`config.mk`:
```
export PLATFORM = sky130hd
export DESIGN_NAME = gain_ramp
export DESIGN_NICKNAME = d
export VERILOG_FILES = /design/src/rtl/gain_ramp.sv
export SDC_FILE = /design/constraint.sdc
export NUM_CORES = 1
export LEC_CHECK = 0
export ABC_AREA = 0
export CAP_MARGIN = 30
export CORE_MARGIN = 5
export CORE_UTILIZATION = 38
export CTS_BUF_LIST = sky130_fd_sc_hd__clkbuf_4
export CTS_CLUSTER_DIAMETER = 100
export DETAILED_ROUTE_END_ITERATION = 8
export HOLD_SLACK_MARGIN = 0.06
export PLACE_DENSITY_LB_ADDON = 0.2
export SYNTH_ARGS = -nofsm -noshare
export SYNTH_HDL_FRONTEND = slang
export SYNTH_SLANG_ARGS = --single-unit
```
`constraint.sdc`:
```
create_clock -name clk_i -period 4.7 [get_ports clk_i]
set_clock_uncertainty 0.1 [all_clocks]
set_input_delay 1.41 -clock clk_i [delete_from_list [all_inputs] [get_ports clk_i]]
set_output_delay 1.41 -clock clk_i [all_outputs]
set_load 0.005 [all_outputs]
```
`src/rtl/gain_ramp.sv`:
```
`default_nettype none
// ============================================================================
// gain_ramp : slews the attenuator gain coefficient one LSB per prescaled
//             sample tick toward a clamped, mute-aware target.
// Rev 1.0
// ============================================================================
module gain_ramp #(
  parameter int MULT_W = 9,
  parameter int RATE_W = 8
) (
  input  logic              clk_i,
  input  logic              rst_ni,
  input  logic              sample_tick_i,
  input  logic [MULT_W-1:0] target_i,
  input  logic [RATE_W-1:0] rate_i,
  input  logic              mute_i,
  output logic [MULT_W-1:0] mult_o,
  output logic              busy_o,
  output logic              muted_o
);

  localparam logic [MULT_W-1:0] UNITY = {1'b1, {(MULT_W-1){1'b0}}};

  typedef enum logic [1:0] {
    ST_MUTED     = 2'd0,
    ST_STEADY    = 2'd1,
    ST_RAMP_UP   = 2'd2,
    ST_RAMP_DOWN = 2'd3
  } state_e;

  state_e            state_q, state_d;
  logic [MULT_W-1:0] mult_q, mult_d;
  logic [RATE_W-1:0] presc_q, presc_d;
  logic              busy_q, muted_q;
  logic [MULT_W-1:0] eff;
  logic              in_ramp, tick_due, step_up, step_dn;

  always_comb begin
    eff = '0;
    if (!mute_i) eff = (target_i > UNITY) ? UNITY : target_i;
  end

  always_comb begin
    if (eff > mult_q)                 state_d = ST_RAMP_UP;
    else if (eff < mult_q)            state_d = ST_RAMP_DOWN;
    else if (mult_q == '0 && mute_i)  state_d = ST_MUTED;
    else                              state_d = ST_STEADY;
  end

  // A step only fires when the live direction still agrees with the current
  // ramp state, so a mid-ramp target change can never push past eff.
  always_comb begin
    in_ramp  = (state_q == ST_RAMP_UP) || (state_q == ST_RAMP_DOWN);
    tick_due = sample_tick_i && (presc_q >= rate_i);
    step_up  = (state_q == ST_RAMP_UP)   && (state_d == ST_RAMP_UP)   && tick_due;
    step_dn  = (state_q == ST_RAMP_DOWN) && (state_d == ST_RAMP_DOWN) && tick_due;
  end

  always_comb begin
    presc_d = presc_q;
    if (state_d != state_q)              presc_d = '0;
    else if (in_ramp && sample_tick_i)   presc_d = tick_due ? '0 : presc_q + RATE_W'(1);
  end

  always_comb begin
    mult_d = mult_q;
    if (step_up)      mult_d = mult_q + MULT_W'(1);
    else if (step_dn) mult_d = mult_q - MULT_W'(1);
  end

  always_ff @(posedge clk_i or negedge rst_ni) begin
    if (!rst_ni) begin
      state_q <= ST_MUTED;
      mult_q  <= '0;
      presc_q <= '0;
      busy_q  <= 1'b0;
      muted_q <= 1'b1;
    end else begin
      state_q <= state_d;
      mult_q  <= mult_d;
      presc_q <= presc_d;
      busy_q  <= (state_d == ST_RAMP_UP) || (state_d == ST_RAMP_DOWN);
      muted_q <= (state_d == ST_MUTED);
    end
  end

  assign mult_o  = mult_q;
  assign busy_o  = busy_q;
  assign muted_o = muted_q;

  a_never_above_unity : assert property (@(posedge clk_i) disable iff (!rst_ni)
    mult_q <= UNITY);

  a_single_lsb_step : assert property (@(posedge clk_i) disable iff (!rst_ni)
    (mult_q == $past(mult_q)) || (mult_q == $past(mult_q) + MULT_W'(1)) ||
    (mult_q == $past(mult_q) - MULT_W'(1)));

endmodule
`default_nettype wire

```
=== Yosys cells after proc, flatten, opt, wreduce, memory -nomap -nowiden ===
Cells that the tools add are included.

* Flip-flop bits (word level): 21
* Input bits: 21
* Output and inout bits: 11
* Logic and storage cells: 40

* Add/subtract/negate cells: 3
* $lt $le $gt $ge: 4
* Equality and inequality tests: 5
* Multiplexer cells: 10
* Reductions and logical operators: 13

{| class="wikitable"
|+ Operators by type and width
! kind !! count
|-
| 9-bit 2-to-1 mux || 4
|-
| 8-bit 2-to-1 mux || 3
|-
| 9-bit by 1-bit adder with 9-bit output, second input constant || 1
|-
| 9-bit greater-than comparator || 1
|-
| 9-bit greater-than comparator, second input constant || 1
|-
| 9-bit logical NOT || 1
|-
| 9-bit less-than comparator || 1
|-
| 9-bit by 1-bit subtractor with 9-bit output, second input constant || 1
|-
| 8-bit by 1-bit adder with 8-bit output, second input constant || 1
|-
| 2-bit == test, second input constant || 4
|-
| 8-bit >= comparator || 1
|-
| 1-bit logical AND || 7
|-
| 2-bit 2-to-1 mux || 2
|-
| 2-bit nonzero test || 2
|-
| 2-bit logical NOT || 1
|-
| 1-bit logical OR || 2
|-
| 2-bit inequality test || 1
|-
| 1-bit 2-to-1 mux || 1
|}

=== Logic depth before layout (Yosys ltp) ===
* Depth in word-level cells: 11
* Gate-level depth with buffers: 19
* Mapped depth without buffers: 18

=== Least setup slack after synthesis ===
No wires, ideal clock.

* Path kind: input to register
* Start point: in target_i[8]
* End point: reg mult_q[8], in the netlist mult_o[8]
* Library setup time: 80 ps
* Arrival time: 4481 ps
* Data required time: 4520 ps
* Path slack: 39 ps
* Cell stages on the path: 18
* Path buffers: 1
* Cell sequence: nor2_1 and2_1 ha_1 nor2b_4 o21bai_1 a31oi_1 or3_1 buf_2 nand2_1 nor2_1 inv_1 ha_1 or2_2 a21oi_1 a31oi_1 or3_1 a21oi_2 xnor2_1

* Word-level cells in the longest chain between the ends: 10
* Elaborated cells on any way between the ends: 15
* Classes of those cells: order compare (3); eq/ne (2); mux (5); reduce/logical (5)

{| class="wikitable"
|+ Ends and longest elaborated chain
! item !! line !! text
|-
| start: declaration || 14 || <nowiki>input logic [MULT_W-1:0] target_i,</nowiki>
|-
| 9-bit greater-than comparator || 40 || <nowiki>if (!mute_i) eff = (target_i > UNITY) ? UNITY : target_i;</nowiki>
|-
| 9-bit 2-to-1 mux (*) (2 in a row) || 40 ||
|-
| 9-bit less-than comparator || 45 || <nowiki>else if (eff < mult_q) state_d = ST_RAMP_DOWN;</nowiki>
|-
| 2-bit 2-to-1 mux || 45 ||
|-
| 2-bit 2-to-1 mux (*) || 44 || <nowiki>if (eff > mult_q) state_d = ST_RAMP_UP;</nowiki>
|-
| 2-bit == test (on tied branches) || 55, 56 ||
|-
| 1-bit logical AND (on tied branches) (2 in a row) || 55, 56 ||
|-
| 9-bit 2-to-1 mux or 2-bit nonzero test (tied branches) || n/a ||
|-
| end signal: assignment || 80 || <nowiki>mult_q <= mult_d;</nowiki>
|-
| end: declaration || 32 || <nowiki>logic [MULT_W-1:0] mult_q, mult_d;</nowiki>
|}

Every way passes the cells marked *; elsewhere a longest branch is shown, timed or not.
A chain may end at the register's enable or synchronous reset.

=== Worst setup path in the final report ===
* Start point: in target_i[1]
* End point: reg mult_q[8], in the netlist mult_o[8]

The elaborated chain is that of the path after synthesis.

==> flow_metrics.tcl <==
set metrics [dict create \
    status "finished, final reports clean" \
    slew_headroom 0.704 \
    period_share 0.970 \
    crit_path_start_kind "input pin" \
    final_common_cell "buf_4" \
    rsz0062_at_grt "yes" \
    vias_per_cell 4.92 \
    cp.required_ns 4.84 \
    crit_type "in -> reg" \
    place_hpwl_mm 3.24 \
    root_buffer "clkbuf_4" \
    final_hold_viol_count 0 \
    placed_cells 300 \
    clk_pin_slew_ns 0.12 \
    cp_slowest_stage_delay_ns 0.45 \
    drc 0 \
    p_leak_uw 0.00114 \
    n_antenna_cell 0 \
    fmax_mhz 219 \
    mostFrequentLayoutCells "32 x buf_4, 29 x clkdlybuf4s50_1, 24 x ha_1" \
    cts_buffers 3 \
    setup_viol 0 \
    grt_start_max_net_pins 21 \
    report.final.slew_viol_count 0 \
    synth-compound-area-share 0.123 \
    arrival_ns 4.70 \
    syn_to_final_growth_pct 41.8 \
    power.total_uw 576 \
    fillers 394 \
    fin_crit_ns 4.56 \
    synth_nets 235 \
    clockBufferDepth 2 \
    vias 1506 \
    nets 302 \
    cellPowerDensity_mw_per_mm2 239 \
    initial_core_util 0.391 \
    dieHeight_um 76.9 \
    synth_edf_count 0 \
    cp_common_cell "a21oi_2" \
    synth_fa_ha_area_frac 0.196 \
    post_synth_xor_area_fraction 0.0875 \
    drt.antenna.violating_nets 0 \
    synth.avg_cell_area_um2 9.05 \
    die_area_mm2 0.00592 \
    synthTopCellsByArea "dfrtp_1 28%, ha_1 18%, xnor2_1 5.1%, inv_1 4.9%, xor2_1 3.6%" \
    cts_tree "yes" \
    yosys.area.top_type_share 0.279 \
    synth_top_area_cell "dfrtp_1" \
    worst_pin_slew_ns 0.441 \
    yosys.cell_types.count 40 \
    synthCells 188 \
    ioPinCount 32 \
    synthFlopType "dfrtp_1" \
    vdd_drop_max_mv 0.189 \
    end_kind "flop" \
    path_cells "clkdlybuf4s50_1 > and2_1 > ha_4 > nor2b_4 > o21bai_1 > a31oi_1 > or3_4 > nand2_2 > nor2_2 > inv_2 > buf_4 > ha_1 > or2_2 > a21oi_2 > a31oi_2 > or3_1 > a21oi_2 > xnor2_1" \
    grt_pass1_wl_mm 6.83 \
    coreArea_mm2 0.00435 \
    synth_warnings 0 \
    overflow 0 \
    stdcell_count 306 \
    crit_slowest_cell "clkdlybuf4s50_1" \
    grt_pass1_vias 1553 \
    worstPathMaxFanout 5 \
    num_rows 24 \
    first_pass_iters 4 \
    drt_iter0_drc 35 \
    cts.sinks 20 \
    die_w_um 76.9 \
    yosysSeqAreaShare 0.295 \
    async_flop_share 1.00 \
    grtUsageTotal 0.141 \
    synthSimpleGateAreaFrac 0.201 \
    numPortBuffers 31 \
    syn_area_mm2 0.00170 \
    htree_levels 1 \
    maxCapViolations 0 \
    drive_above_1_share 0.213 \
    antenna_found_initial 0 \
    worstSkewPairLatency_ns 0.31 \
    crit_family "simple AND/OR/NAND/NOR gates" \
    synth_top_family_by_area "simple AND/OR/NAND/NOR gates" \
    crit_buf_inv 3 \
    hold_path_class "reg -> reg" \
    wire_per_inst_um 13.1 \
    gp_congestion 0.862 \
    finalWirelength_mm 4.02 \
    cts_hold_buf 0 \
    synthMuxAreaShare 0.0441 \
    synth-seq-cells 20 \
]
-- metrics by stage --
stage | setup slack (ns) | utilization | setup TNS (ns) | area, um2 | hold WS, ns
floorplan | 0.0389 | - | 0 | 1700 | 0.409
global placement | -0.476 | 0.528 | -1.32 | 2300 | 0.439
detailed placement | -0.535 | 0.528 | -1.54 | 2300 | 0.459
CTS | 0.152 | 0.541 | 0 | 2350 | 0.488
global route | -0.0201 | 0.554 | -0.0201 | 2410 | 0.512
finish | 0.141 | 0.554 | 0 | 2410 | 0.475
-- cells by family (layout without fill, tap and decap cells) --
group,Yosys count,count (layout)
flops,20,20
buf+inv,24,90
simple gates,64,64
mux,7,7
xor+xnor,17,17
compound gates,30,30
fa+ha+maj,26,26
-- synth_stat cells, types with 3 or more instances --
cell,number
o21bai_1,3
o21ai_0,5
mux2i_1,6
nand3_1,4
inv_1,22
a31oi_1,3
dfrtp_1,19
ha_1,25
and2_1,9
xor2_1,7
nand2_1,10
nor2_1,14
nand4_1,7
a21oi_1,9
xnor2_1,10
nor2b_1,3
nor3_1,6
-- flip-flops by register name, indices dropped and copies added (netlist names) --
name / cells
mult_o: 9
presc_q: 8
busy_o: 1
muted_o: 1
state_q: 1
-- metal layers --
| metal | track usage | vias to the layer above | wire length (um) |
|---|---|---|---|
| met5 | 0 | - | 0 |
| met3 | 0.0328 | 8 | 190 |
| li1 | - | 792 | - |
| met2 | 0.224 | 32 | 1860 |
| met1 | 0.185 | 674 | 1890 |
| met4 | 0.0542 | 0 | 86 |
-- final timing paths --
| path | from | slack [ns] | cells past startpoint | end |
|---|---|---|---|---|
| min in group asynchronous | rst_ni | 1.20 | 1 | presc_q[2] |
| max in group asynchronous | rst_ni | 2.86 | 2 | muted_o |
| setup / recovery | target_i[1] | 0.14 | 18 | mult_o[8] |
| setup reg to reg | mult_o[1] | 1.21 | 17 | mult_o[8] |
| hold reg to reg | presc_q[7] | 0.47 | 2 | presc_q[7] |
| hold / removal | presc_q[7] | 0.47 | 2 | presc_q[7] |
-- worst register-to-register path, cell delays in order, from the launching register on --
cell and delay [ns]:
dfrtp_1 0.43, inv_1 0.20, ha_4 0.24, nor2b_4 0.12
o21bai_1 0.11, a31oi_1 0.11, or3_4 0.41, nand2_2 0.08
nor2_2 0.05, inv_2 0.09, buf_4 0.12, ha_1 0.22
or2_2 0.29, a21oi_2 0.15, a31oi_2 0.07, or3_1 0.38
a21oi_2 0.13, xnor2_1 0.12
-- report_power, final --
part | internal, uW | leakage (uW) | total (uW) | switching [uW]
combinational | 135 | 0.000904 | 242 | 107
sequential | 206 | 0.000218 | 247 | 41.5
clock | 31.0 | 0.0000154 | 87.3 | 56.3
-- final cells by class --
type	instances	area [um2]	share of cell area
clock inverter	1	3.75	0.00156
multi-input combinational	144	1160	0.481
clock buffer	3	22.5	0.00934
tap	52	65.1	0.0270
sequential	20	502	0.208
timing repair buffer	64	576	0.239
inverter	22	82.6	0.0342
-- repair_timing --
item / CTS / global route
buffers inserted: 0 / 1
pin swaps: 5 / 4
cloned: 0 / 0
hold endpoints to repair: 0 / 0
endpoints found under the setup margin: 3 / 2
gates resized for setup: 12 / 4
Note: power is estimated with default switching activity, not from simulation.
